==> src/rtl/instruction_fetch_if.sv <==
// Fetch-unit bus bundle.
//   Inputs to the fetch unit : runEn (start permit), romData (ROM byte at romAddr),
//                              pcLoad / pcLoadAddr (jump request, honoured at X3).
//   Outputs from fetch unit  : romAddr (PC), cycle (phase 0..7), sync (X3 marker),
//                              opr / opa (first-word nibbles), operand2 (second byte),
//                              secondWord (second instruction cycle), exec (execute cycle).
// The master modport is the fetch unit; the slave modport is the ROM/decoder side.
interface instruction_fetch_if;
  logic        runEn;
  logic [7:0]  romData;
  logic        pcLoad;
  logic [11:0] pcLoadAddr;
  logic [11:0] romAddr;
  logic [2:0]  cycle;
  logic        sync;
  logic [3:0]  opr;
  logic [3:0]  opa;
  logic [7:0]  operand2;
  logic        secondWord;
  logic        exec;

  modport master (
    input  runEn, romData, pcLoad, pcLoadAddr,
    output romAddr, cycle, sync, opr, opa, operand2, secondWord, exec
  );

  modport slave (
    output runEn, romData, pcLoad, pcLoadAddr,
    input  romAddr, cycle, sync, opr, opa, operand2, secondWord, exec
  );
endinterface

==> src/rtl/instruction_fetch.sv <==
// Instruction fetch unit for a 4-bit CPU with an 8-phase instruction cycle
// (A1,A2,A3,M1,M2,X1,X2,X3 = cycle 0..7).
//   clk  : system clock, all state changes on its rising edge
//   rstN : asynchronous active-low reset
//   bus  : instruction_fetch_if.master (see interface file for signal list)
// The ROM byte is captured at the M2 edge. A two-word opcode spends a second
// instruction cycle fetching its operand byte; exec flags the cycle in which the
// decoder should act. The PC advances (or jumps) at the X3 edge.
module instruction_fetch #(
  parameter logic [11:0] RESET_PC = 12'h000
) (
  input logic                   clk,
  input logic                   rstN,
  instruction_fetch_if.master   bus
);

  typedef enum logic [0:0] {StFirst, StSecond} state_e;

  state_e      state_q, state_d;
  logic [2:0]  cycle_q, cycle_d;
  logic [11:0] pc_q, pc_d;
  logic [3:0]  opr_q, opr_d;
  logic [3:0]  opa_q, opa_d;
  logic [7:0]  operand2_q, operand2_d;
  logic        exec_q, exec_d;
  logic        second_word;
  logic        sync;

  localparam logic [2:0] CycM2 = 3'd4;
  localparam logic [2:0] CycX3 = 3'd7;

  // JCN, FIM (OPA[0]==0), JUN, JMS and ISZ carry a second byte.
  function automatic logic is_two_word(input logic [7:0] code);
    logic res;
    case (code[7:4])
      4'h1, 4'h4, 4'h5, 4'h7: res = 1'b1;
      4'h2:                   res = ~code[0];
      default:                res = 1'b0;
    endcase
    return res;
  endfunction

  // ---------------------------------------------------------------------------
  // FSM: state register
  always_ff @(posedge clk or negedge rstN) begin
    if (!rstN) begin
      state_q <= StFirst;
    end else begin
      state_q <= state_d;
    end
  end

  // FSM: next state. A jump at X3 always lands on a fresh first word.
  always_comb begin
    state_d = state_q;
    if (cycle_q == CycX3) begin
      if (state_q == StFirst && is_two_word({opr_q, opa_q}) && !bus.pcLoad) begin
        state_d = StSecond;
      end else begin
        state_d = StFirst;
      end
    end
  end

  // FSM: outputs
  always_comb begin
    second_word = (state_q == StSecond);
    sync        = (cycle_q == CycX3);
  end

  // ---------------------------------------------------------------------------
  // Datapath next-state
  always_comb begin
    cycle_d    = cycle_q;
    pc_d       = pc_q;
    opr_d      = opr_q;
    opa_d      = opa_q;
    operand2_d = operand2_q;
    exec_d     = exec_q;

    // Only A1 may stall; once started, an instruction cycle runs to X3.
    if (cycle_q != 3'd0 || bus.runEn) begin
      cycle_d = cycle_q + 3'd1;
    end

    if (cycle_q == CycM2) begin
      if (state_q == StFirst) begin
        opr_d  = bus.romData[7:4];
        opa_d  = bus.romData[3:0];
        exec_d = ~is_two_word(bus.romData);
      end else begin
        operand2_d = bus.romData;
        exec_d     = 1'b1;
      end
    end

    if (cycle_q == CycX3) begin
      pc_d = bus.pcLoad ? bus.pcLoadAddr : pc_q + 12'd1;
    end
  end

  always_ff @(posedge clk or negedge rstN) begin
    if (!rstN) begin
      cycle_q    <= 3'd0;
      pc_q       <= RESET_PC;
      opr_q      <= 4'h0;
      opa_q      <= 4'h0;
      operand2_q <= 8'h00;
      exec_q     <= 1'b0;
    end else begin
      cycle_q    <= cycle_d;
      pc_q       <= pc_d;
      opr_q      <= opr_d;
      opa_q      <= opa_d;
      operand2_q <= operand2_d;
      exec_q     <= exec_d;
    end
  end

  // ---------------------------------------------------------------------------
  // Outputs are driven from registers only.
  assign bus.romAddr    = pc_q;
  assign bus.cycle      = cycle_q;
  assign bus.sync       = sync;
  assign bus.opr        = opr_q;
  assign bus.opa        = opa_q;
  assign bus.operand2   = operand2_q;
  assign bus.secondWord = second_word;
  assign bus.exec       = exec_q;

endmodule

==> src/flat_wrapper.sv <==
// flat-port wrapper written by rule: the top's interface ports become plain ports
module instruction_fetch_flat 
#(
  parameter logic [11:0] RESET_PC = 12'h000
)
  (clk, rstN, bus_runEn, bus_romData, bus_pcLoad, bus_pcLoadAddr, bus_romAddr, bus_cycle, bus_sync, bus_opr, bus_opa, bus_operand2, bus_secondWord, bus_exec);
  instruction_fetch_if bus_i ();
  input logic clk;
  input logic rstN;
  input wire logic [$bits(bus_i.runEn)-1:0] bus_runEn;
  input wire logic [$bits(bus_i.romData)-1:0] bus_romData;
  input wire logic [$bits(bus_i.pcLoad)-1:0] bus_pcLoad;
  input wire logic [$bits(bus_i.pcLoadAddr)-1:0] bus_pcLoadAddr;
  output wire logic [$bits(bus_i.romAddr)-1:0] bus_romAddr;
  output wire logic [$bits(bus_i.cycle)-1:0] bus_cycle;
  output wire logic [$bits(bus_i.sync)-1:0] bus_sync;
  output wire logic [$bits(bus_i.opr)-1:0] bus_opr;
  output wire logic [$bits(bus_i.opa)-1:0] bus_opa;
  output wire logic [$bits(bus_i.operand2)-1:0] bus_operand2;
  output wire logic [$bits(bus_i.secondWord)-1:0] bus_secondWord;
  output wire logic [$bits(bus_i.exec)-1:0] bus_exec;
  assign bus_i.runEn = bus_runEn;
  assign bus_i.romData = bus_romData;
  assign bus_i.pcLoad = bus_pcLoad;
  assign bus_i.pcLoadAddr = bus_pcLoadAddr;
  assign bus_romAddr = bus_i.romAddr;
  assign bus_cycle = bus_i.cycle;
  assign bus_sync = bus_i.sync;
  assign bus_opr = bus_i.opr;
  assign bus_opa = bus_i.opa;
  assign bus_operand2 = bus_i.operand2;
  assign bus_secondWord = bus_i.secondWord;
  assign bus_exec = bus_i.exec;
  instruction_fetch #(.RESET_PC(RESET_PC)) u_core (.clk(clk), .rstN(rstN), .bus(bus_i));
endmodule
==> config.mk <==
export PLATFORM = sky130hd
export DESIGN_NAME = instruction_fetch_flat
export DESIGN_NICKNAME = d
export VERILOG_FILES = /design/src/rtl/instruction_fetch_if.sv /design/src/rtl/instruction_fetch.sv /design/src/flat_wrapper.sv
export SDC_FILE = /design/constraint.sdc
export NUM_CORES = 1
export LEC_CHECK = 0
export ABC_AREA = 1
export CAP_MARGIN = 25
export CORE_MARGIN = 2
export CORE_UTILIZATION = 49
export DETAILED_ROUTE_END_ITERATION = 8
export PLACE_DENSITY = 0.85
export SYNTH_ARGS = -nofsm -noshare
export SYNTH_HDL_FRONTEND = slang
export SYNTH_SLANG_ARGS = --single-unit
==> constraint.sdc <==
create_clock -name clk -period 2.95 [get_ports clk]
set_input_delay 0.4425 -clock clk [delete_from_list [all_inputs] [get_ports clk]]
set_output_delay 0.4425 -clock clk [all_outputs]
set_load 0.1 [all_outputs]
# After elaboration in Yosys (flattened, before gate mapping)
# Cells that the tools add are included.
# totals
regBits	33
latchBits	0
mem_bits_rw	0
romBits	0
input_bits	24
out_inout_bits	34
wordCells	42
memories	0
# op_classes
addsub	2
mul	0
div	0
magnitude_cmp	0
eq_ne	12
n_shift	0
muxes	8
bitwise_logic	4
reduce_logical	9
# op_table
cell	count
equality test 4 x 3 -> 1 bit, second input constant	6
adder 12 x 1 -> 12 bit, second input constant	1
2-to-1 mux 12 bit	1
equality test 4 x 1 -> 1 bit, second input constant	2
equality test 4 x 2 -> 1 bit, second input constant	2
OR reduction 4 bit	2
equality test 3 bit, second input constant	2
2-to-1 mux 1 bit	5
inverter 1 bit	4
one-hot mux 1 bit (2 select lines)	2
AND reduction 2 bit	2
adder 3 x 1 -> 3 bit, second input constant	1
nonzero test 3 bit	1
logical AND 1 bit	2
logical NOT 1 bit	1
logical OR 1 bit	1

# Longest topological paths before layout
# Gate-level depths: netlist (run 1).
# logic_depth
ltp_word	7
mapped_depth	9
depth_no_buf	9

# Worst setup path after synthesis (run 1)
# OpenSTA, ideal clock, no wires.
# synth_path
path_kind	register to register
startpoint	register u_core.cycle_q[0] (netlist: u_core.bus.cycle[0])
endpoint	register u_core.state_q (netlist: u_core.bus.secondWord)
setup_time_ps	68
arrival_time_ps	2766
required_ps	2882
slack_ps	117
stages_incl_launch_ff	8
n_path_buf	1
period_less_slack_ps	2833
cell_sequence	dfrtp_1 > ha_1 > ha_1 > inv_1 > buf_2 > nor4_1 > o211ai_1 > nand2_1
# synth_via
elab_chain_len	1
# synth_lines
element	line_no	text
start: declaration	instruction_fetch.sv:20	logic [2:0] cycle_q, cycle_d;
start signal: assignment	instruction_fetch.sv:111	cycle_q <= cycle_d;
equality test 3 bit	n/a	
via bus_sync	flat_wrapper.sv:16	output wire logic [$bits(bus_i.sync)-1:0] bus_sync;
end signal: assignment	instruction_fetch.sv:47	state_q <= StFirst;
end signal: assignment	instruction_fetch.sv:49	state_q <= state_d;
end: declaration	instruction_fetch.sv:19	state_e state_q, state_d;
# The timed path passes the listed nets, and every way through them passes these cells.
# A chain may end at the register's enable or synchronous reset.

# Worst setup path in the final report (run 1)
# layout_path
startpoint	register u_core.cycle_q[0] (netlist: u_core.bus.cycle[0])
endpoint	output port bus_sync
# layout_via
elab_chain_len	1
# layout_lines
element	line_no	text
equality test 3 bit	instruction_fetch.sv:68	sync = (cycle_q == CycX3);
end: declaration	flat_wrapper.sv:16	
# No other way between the ends.

==> metrics.md, run 1 <==
| Metric | Value |
|---|---|
| Post-Synthesis Cells | `220` |
| Nets | `308` |
| Status | `completed` |
| Clock Latency Late Sink | `0.35 ns` |
| RR Startpoint | `u_core.bus.cycle[0]$_DFFE_PN0P_` |
| Routed length per placed instance | `12.0 µm` |
| Initial drt markers | `88` |
| Crit path cell chain | `ha_1 -> ha_1 -> buf_4` |
| CORE AREA | `3340 µm²` |
| Max-Cap Viols | `0` |
| Crit path max-delay family | `adder cells` |
| Period utilization | `0.780` |
| Die height | `63.1 µm` |
| Initial core utilization | `0.512` |
| CTS Buf Count | `5` |
| Yosys warnings | `0` |
| Root Driver | `clkbuf_4` |
| Final Hold Viols | `0` |
| Die ar. | `3980 µm²` |
| Most numerous cell in the Yosys netlist | `nand2_1` |
| Net Count, Synth | `248` |
| Total GRT Usage | `0.211` |
| Area grow syn2layout | `37.0%` |
| R2R setup slack | `1.01 ns` |
| Slowest-stage cell, CP | `ha_1` |
| Routed Antenna Nets | `0` |
| Startpoint types | `flop` |
| GRT overflow | `0` |
| Sequential share of the synthesized area | `0.483` |
| Setup crit end kind | `primary output` |
| Ys flop type | `dfrtp_1` |
| Avg Cell Area, Syn | `7.77 µm²` |
| Post-CTS Hold Fix Bufs | `0` |
| Largest area contributor in the netlist | `dfrtp_1` |
| CTS tree | `yes` |
| Via-per-instance ratio | `4.94` |
| Mapped Area | `1710 µm²` |
| R2r endpoint | `u_core.bus.romAddr[4]$_DFFE_PN0P_` |
| Post-CTS Setup Bufs | `0` |
| Critical path's most frequent cell | `ha_1` |
| Worst slack, placed | `0.963 ns` |
| PostCTS Resize Cnt | `0` |
| Measured slew at the worst slew-check pin | `0.590 ns` |
| Req. time, crit path | `2.51 ns` |
| Reg clk slew, reported paths | `0.12 ns` |
| Worst hold-check path type | `in2async` |
| I/O Buffers | `57` |
| Share of cells above drive strength 1 | `0.203` |
| H-tree levels | `2` |
| RSZ-0062 raised after global routing | `no` |
| CTS sink cnt | `33` |
| Worst Path Arrival | `1.86 ns` |
| Via count | `1617` |
| Vias in the first global route | `1585` |
| DRC viols | `0` |
| Worst path bufs/invs | `1` |
| WS Path Type | `reg2out` |
| GPL Wtd Cong | `0.806` |
| Fin Setup TNS | `0 ns` |
| Final setup vio count | `0` |
| Num rows | `21` |
| Final Slew Violations | `0` |
| Initial antenna violation count | `0` |
| Antenna fix cells | `0` |
| Post-synth top area share | `0.483` |
| First-pass detailed-route iteration total | `5` |
| Post-route setup slack | `0.650 ns` |
| Post-synth ARST share | `1.00` |
| CP Max Fanout | `17` |
| Number of flops mapped to enable cells by yosys | `0` |
| Max incr delay on CP | `0.52 ns` |
| Worst Hold Slack | `0.485 ns` |
| Max_slew headroom | `0.607` |
| Clock skew | `0.00947 ns` |
| Clock Tree Buf Depth | `2` |
| DPL Wire Length | `2790 µm` |
| Top cells by area, synth | `dfrtp_1 48%, nand2_1 13%, o21ai_0 7.6%` |
| Reg2Reg Depth | `7` |
| Die Wd | `63.1 µm` |
| Fmax achieved | `435 MHz` |
| Synth cell types | `23` |
| IO Count | `58` |
| Post-synthesis sequential element count | `33` |
| Top cells by count, synth | `59 x nand2_1, 33 x dfrtp_1, 30 x inv_1` |
| Largest net degree at the start of global routing | `34` |
| Global-route wire length before repair | `6620 µm` |
| Min Clock Period, post-route | `2.30 ns` |
| DRT Wirelength | `3930 µm` |
| Crit path depth | `3` |
cells by family after synthesis:
family / Yosys count / synth area share
compound gates: 38 / 0.113
xor+xnor: 1 / 0.00513
fa+ha+maj: 4 / 0.0293
buf+inv: 37 / 0.0849
flops: 33 / 0.483
mux: 2 / 0.0132
simple gates: 105 / 0.271
layer usage:
layer  global-route usage  share of wire  vias up
met4               0.0778          0.016        0
met1                0.244           0.43      739
met3               0.0804          0.076        8
met2                0.356           0.48       55
li1                     -              -      815
met5                    0              0        -
final cells by class:
| cell class | count | area, µm² |
|---|---|---|
| repair buffers | 58 | 493 |
| well taps | 46 | 57.6 |
| inverters | 32 | 120 |
| clock inverters | 3 | 68.8 |
| clock buffers | 5 | 37.5 |
| multi-input cells | 150 | 738 |
| fillers | 297 | 996 |
| flip-flops and latches | 33 | 826 |
placed cells by master (no fill, tap or decap), drive strengths merged, types with 5 or more instances in the layout:
cell and n:
dfrtp 33, a21oi 8, o21ai 28, clkbuf 5, nand2 60, inv 33, nor2 23, nand3 13
buf 35, clkdlybuf4s50 23
sequential cells by signal, summed over array words and instances, names as in the netlist:
signal                 flops
u_core.bus.operand2        8
u_core.bus.cycle           3
u_core.bus.opr             4
u_core.bus.opa             4
u_core.bus.secondWord      1
u_core.bus.romAddr        12
u_core.bus.exec            1
through the flow:
step           instance area [µm²]  std cells   util
2_1_floorplan                 1710        220      -
3_3_place_gp                  2230        319  0.670
3_5_place_dp                  2230        319  0.670
4_1_cts                       2340        327  0.702
5_1_grt                       2340        327  0.702
6_report                      2340        327  0.702
worst max-delay path by stage:
stage / slack [ns] / to / from
2_1_floorplan: 0.12 / u_core.bus.secondWord$_DFFE_PN0P_ / u_core.bus.cycle[0]$_DFFE_PN0P_
3_3_place_gp: 1.01 / u_core.bus.romAddr[10]$_DFFE_PN0P_ / bus_pcLoad
3_5_place_dp: 0.96 / u_core.bus.romAddr[10]$_DFFE_PN0P_ / bus_pcLoad
4_1_cts: 0.65 / bus_sync / u_core.bus.cycle[0]$_DFFE_PN0P_
5_1_grt: 0.54 / bus_sync / u_core.bus.cycle[0]$_DFFE_PN0P_
6_report: 0.65 / bus_sync / u_core.bus.cycle[0]$_DFFE_PN0P_
Power of run 1 is left out: the tool's default activity adds up to more than one toggle a clock period on the data nets, which glitch-free logic cannot reach.
==> run 2, diff against run 1 <==
- CORE_UTILIZATION: 49 -> 41
- PLACE_DENSITY: 0.85 -> 0.76
- clock period: 2.95 -> 1.9 ns (I/O delays scaled with it)
==> metrics.md, run 2 (synthesis gave the netlist of run 1 again) <==
| Metric | Value |
|---|---|
| Status | `completed` |
| DRT Wirelength | `3950 µm` |
| Measured slew at the worst slew-check pin | `0.408 ns` |
| R2r endpoint | `u_core.bus.romAddr[4]$_DFFE_PN0P_` |
| Max FFs per register | `12` |
| Fmax achieved | `582 MHz` |
| Worst Hold Slack | `0.398 ns` |
| Startpoint types | `flop` |
| Crit path max-delay family | `flip-flops` |
| Slowest-stage cell, CP | `dfrtp_4` |
| Post-CTS Setup Bufs | `0` |
| Post-route setup slack | `0.180 ns` |
| Final Hold Viols | `0` |
| Via-per-instance ratio | `4.76` |
| IO Count | `58` |
| Max-Cap Viols | `0` |
| Post-CTS Hold Fix Bufs | `0` |
| Crit path cell chain | `ha_1 -> ha_4 -> buf_12` |
| Leading cell types in the layout, fill and taps excluded | `59 x nand2_1, 34 x buf_4, 30 x inv_1` |
| Via count | `1589` |
| Met2 routed WL | `1870 µm` |
| CP Max Fanout | `17` |
| CTS Buf Count | `5` |
| Fin Setup TNS | `0 ns` |
| Max incr delay on CP | `0.49 ns` |
| Clock Latency Late Sink | `0.29 ns` |
| DRC viols | `0` |
| Reg clk slew, reported paths | `0.07 ns` |
| Num rows | `23` |
| CTS sink cnt | `33` |
| Area grow syn2layout | `42.5%` |
| CORE AREA | `4000 µm²` |
| PostCTS Resize Cnt | `0` |
| Initial antenna violation count | `0` |
| RSZ-0062 raised after global routing | `no` |
| RR Startpoint | `u_core.bus.cycle[0]$_DFFE_PN0P_` |
| Clock skew | `0.0110 ns` |
| First-pass detailed-route iteration total | `4` |
| R2R setup slack | `0.29 ns` |
| I/O Buffers | `57` |
| Die ar. | `4700 µm²` |
| Largest net degree at the start of global routing | `34` |
| Final Slew Violations | `0` |
| Global-route wire length before repair | `6630 µm` |
| Min Clock Period, post-route | `1.72 ns` |
| Antenna fix cells | `0` |
| Routed Antenna Nets | `0` |
| Commonest non-fill, non-tap cell in the layout | `nand2_1` |
| Vias in the first global route | `1464` |
| Reg2Reg Depth | `6` |
| Met3 WL | `262 µm` |
| Top sig layer | `met4` |
| Routed length per placed instance | `11.8 µm` |
| H-tree levels | `2` |
| Req. time, crit path | `1.62 ns` |
| Total GRT Usage | `0.191` |
| GPL Wtd Cong | `0.796` |
| GRT overflow | `0` |
| Period utilization | `0.905` |
| Crit path depth | `3` |
| Worst Path Arrival | `1.43 ns` |
| Die height | `68.6 µm` |
| Max_slew headroom | `0.728` |
| Share of cells above drive strength 1 | `0.232` |
| Finished Cell Area | `2430 µm²` |
| Nets | `311` |
| M1 WL | `1780 µm` |
| Initial drt markers | `142` |
| Worst slack, placed | `0.286 ns` |
| CTS tree | `yes` |
| WS Path Type | `reg2out` |
| Placement Cell Area | `2330 µm²` |
| Clock Tree Buf Depth | `2` |
| Setup crit end kind | `primary output` |
| DPL Wire Length | `2940 µm` |
| Worst hold-check path type | `in2async` |
| Final setup vio count | `0` |
| Worst path bufs/invs | `1` |
| Root Driver | `clkbuf_8` |
| Die Wd | `68.6 µm` |
| Initial core utilization | `0.427` |
run 2: final cells by class:
cell class / instances / area [µm²]
Fill cell: 377 / 1570
Sequential cell: 33 / 835
Multi-Input combinational cell: 150 / 751
Timing Repair Buffer: 61 / 566
Clock inverter: 1 / 5.00
Tap cell: 50 / 62.6
Inverter: 32 / 120
Clock buffer: 7 / 96.3
run 2: per-layer routing:
layer,up-vias,global-route usage
met2,51,0.313
met3,5,0.0455
li1,824,-
met1,709,0.250
met5,-,0
met4,0,0.0600
run 2: how the worst max path moves through the flow:
stage / startpoint / end / slack [ns]
4_1_cts: u_core.bus.cycle[0]$_DFFE_PN0P_ / bus_sync / 0.16
5_1_grt: u_core.bus.cycle[0]$_DFFE_PN0P_ / bus_sync / 0.13
3_3_place_gp: u_core.bus.cycle[0]$_DFFE_PN0P_ / u_core.bus.romAddr[4]$_DFFE_PN0P_ / 0.33
6_report: u_core.bus.cycle[0]$_DFFE_PN0P_ / bus_sync / 0.18
2_1_floorplan: u_core.bus.cycle[1]$_DFFE_PN0P_ / u_core.bus.secondWord$_DFFE_PN0P_ / -0.07
3_5_place_dp: u_core.bus.cycle[0]$_DFFE_PN0P_ / u_core.bus.romAddr[4]$_DFFE_PN0P_ / 0.29
run 2: worst register-to-register path, cell delays in order (launching register included):
cell,delay (ns)
dfrtp_4,0.49
ha_1,0.24
ha_4,0.24
inv_1,0.27
a21oi_1,0.07
o21ai_0,0.16
inv_1,0.05
run 2: per-stage QoR:
step	util	instances
floorplan	-	220
finish	0.609	334
global route	0.609	334
global placement	0.583	326
CTS	0.609	334
detailed placement	0.583	326
Power of run 2 is left out for the same reason.
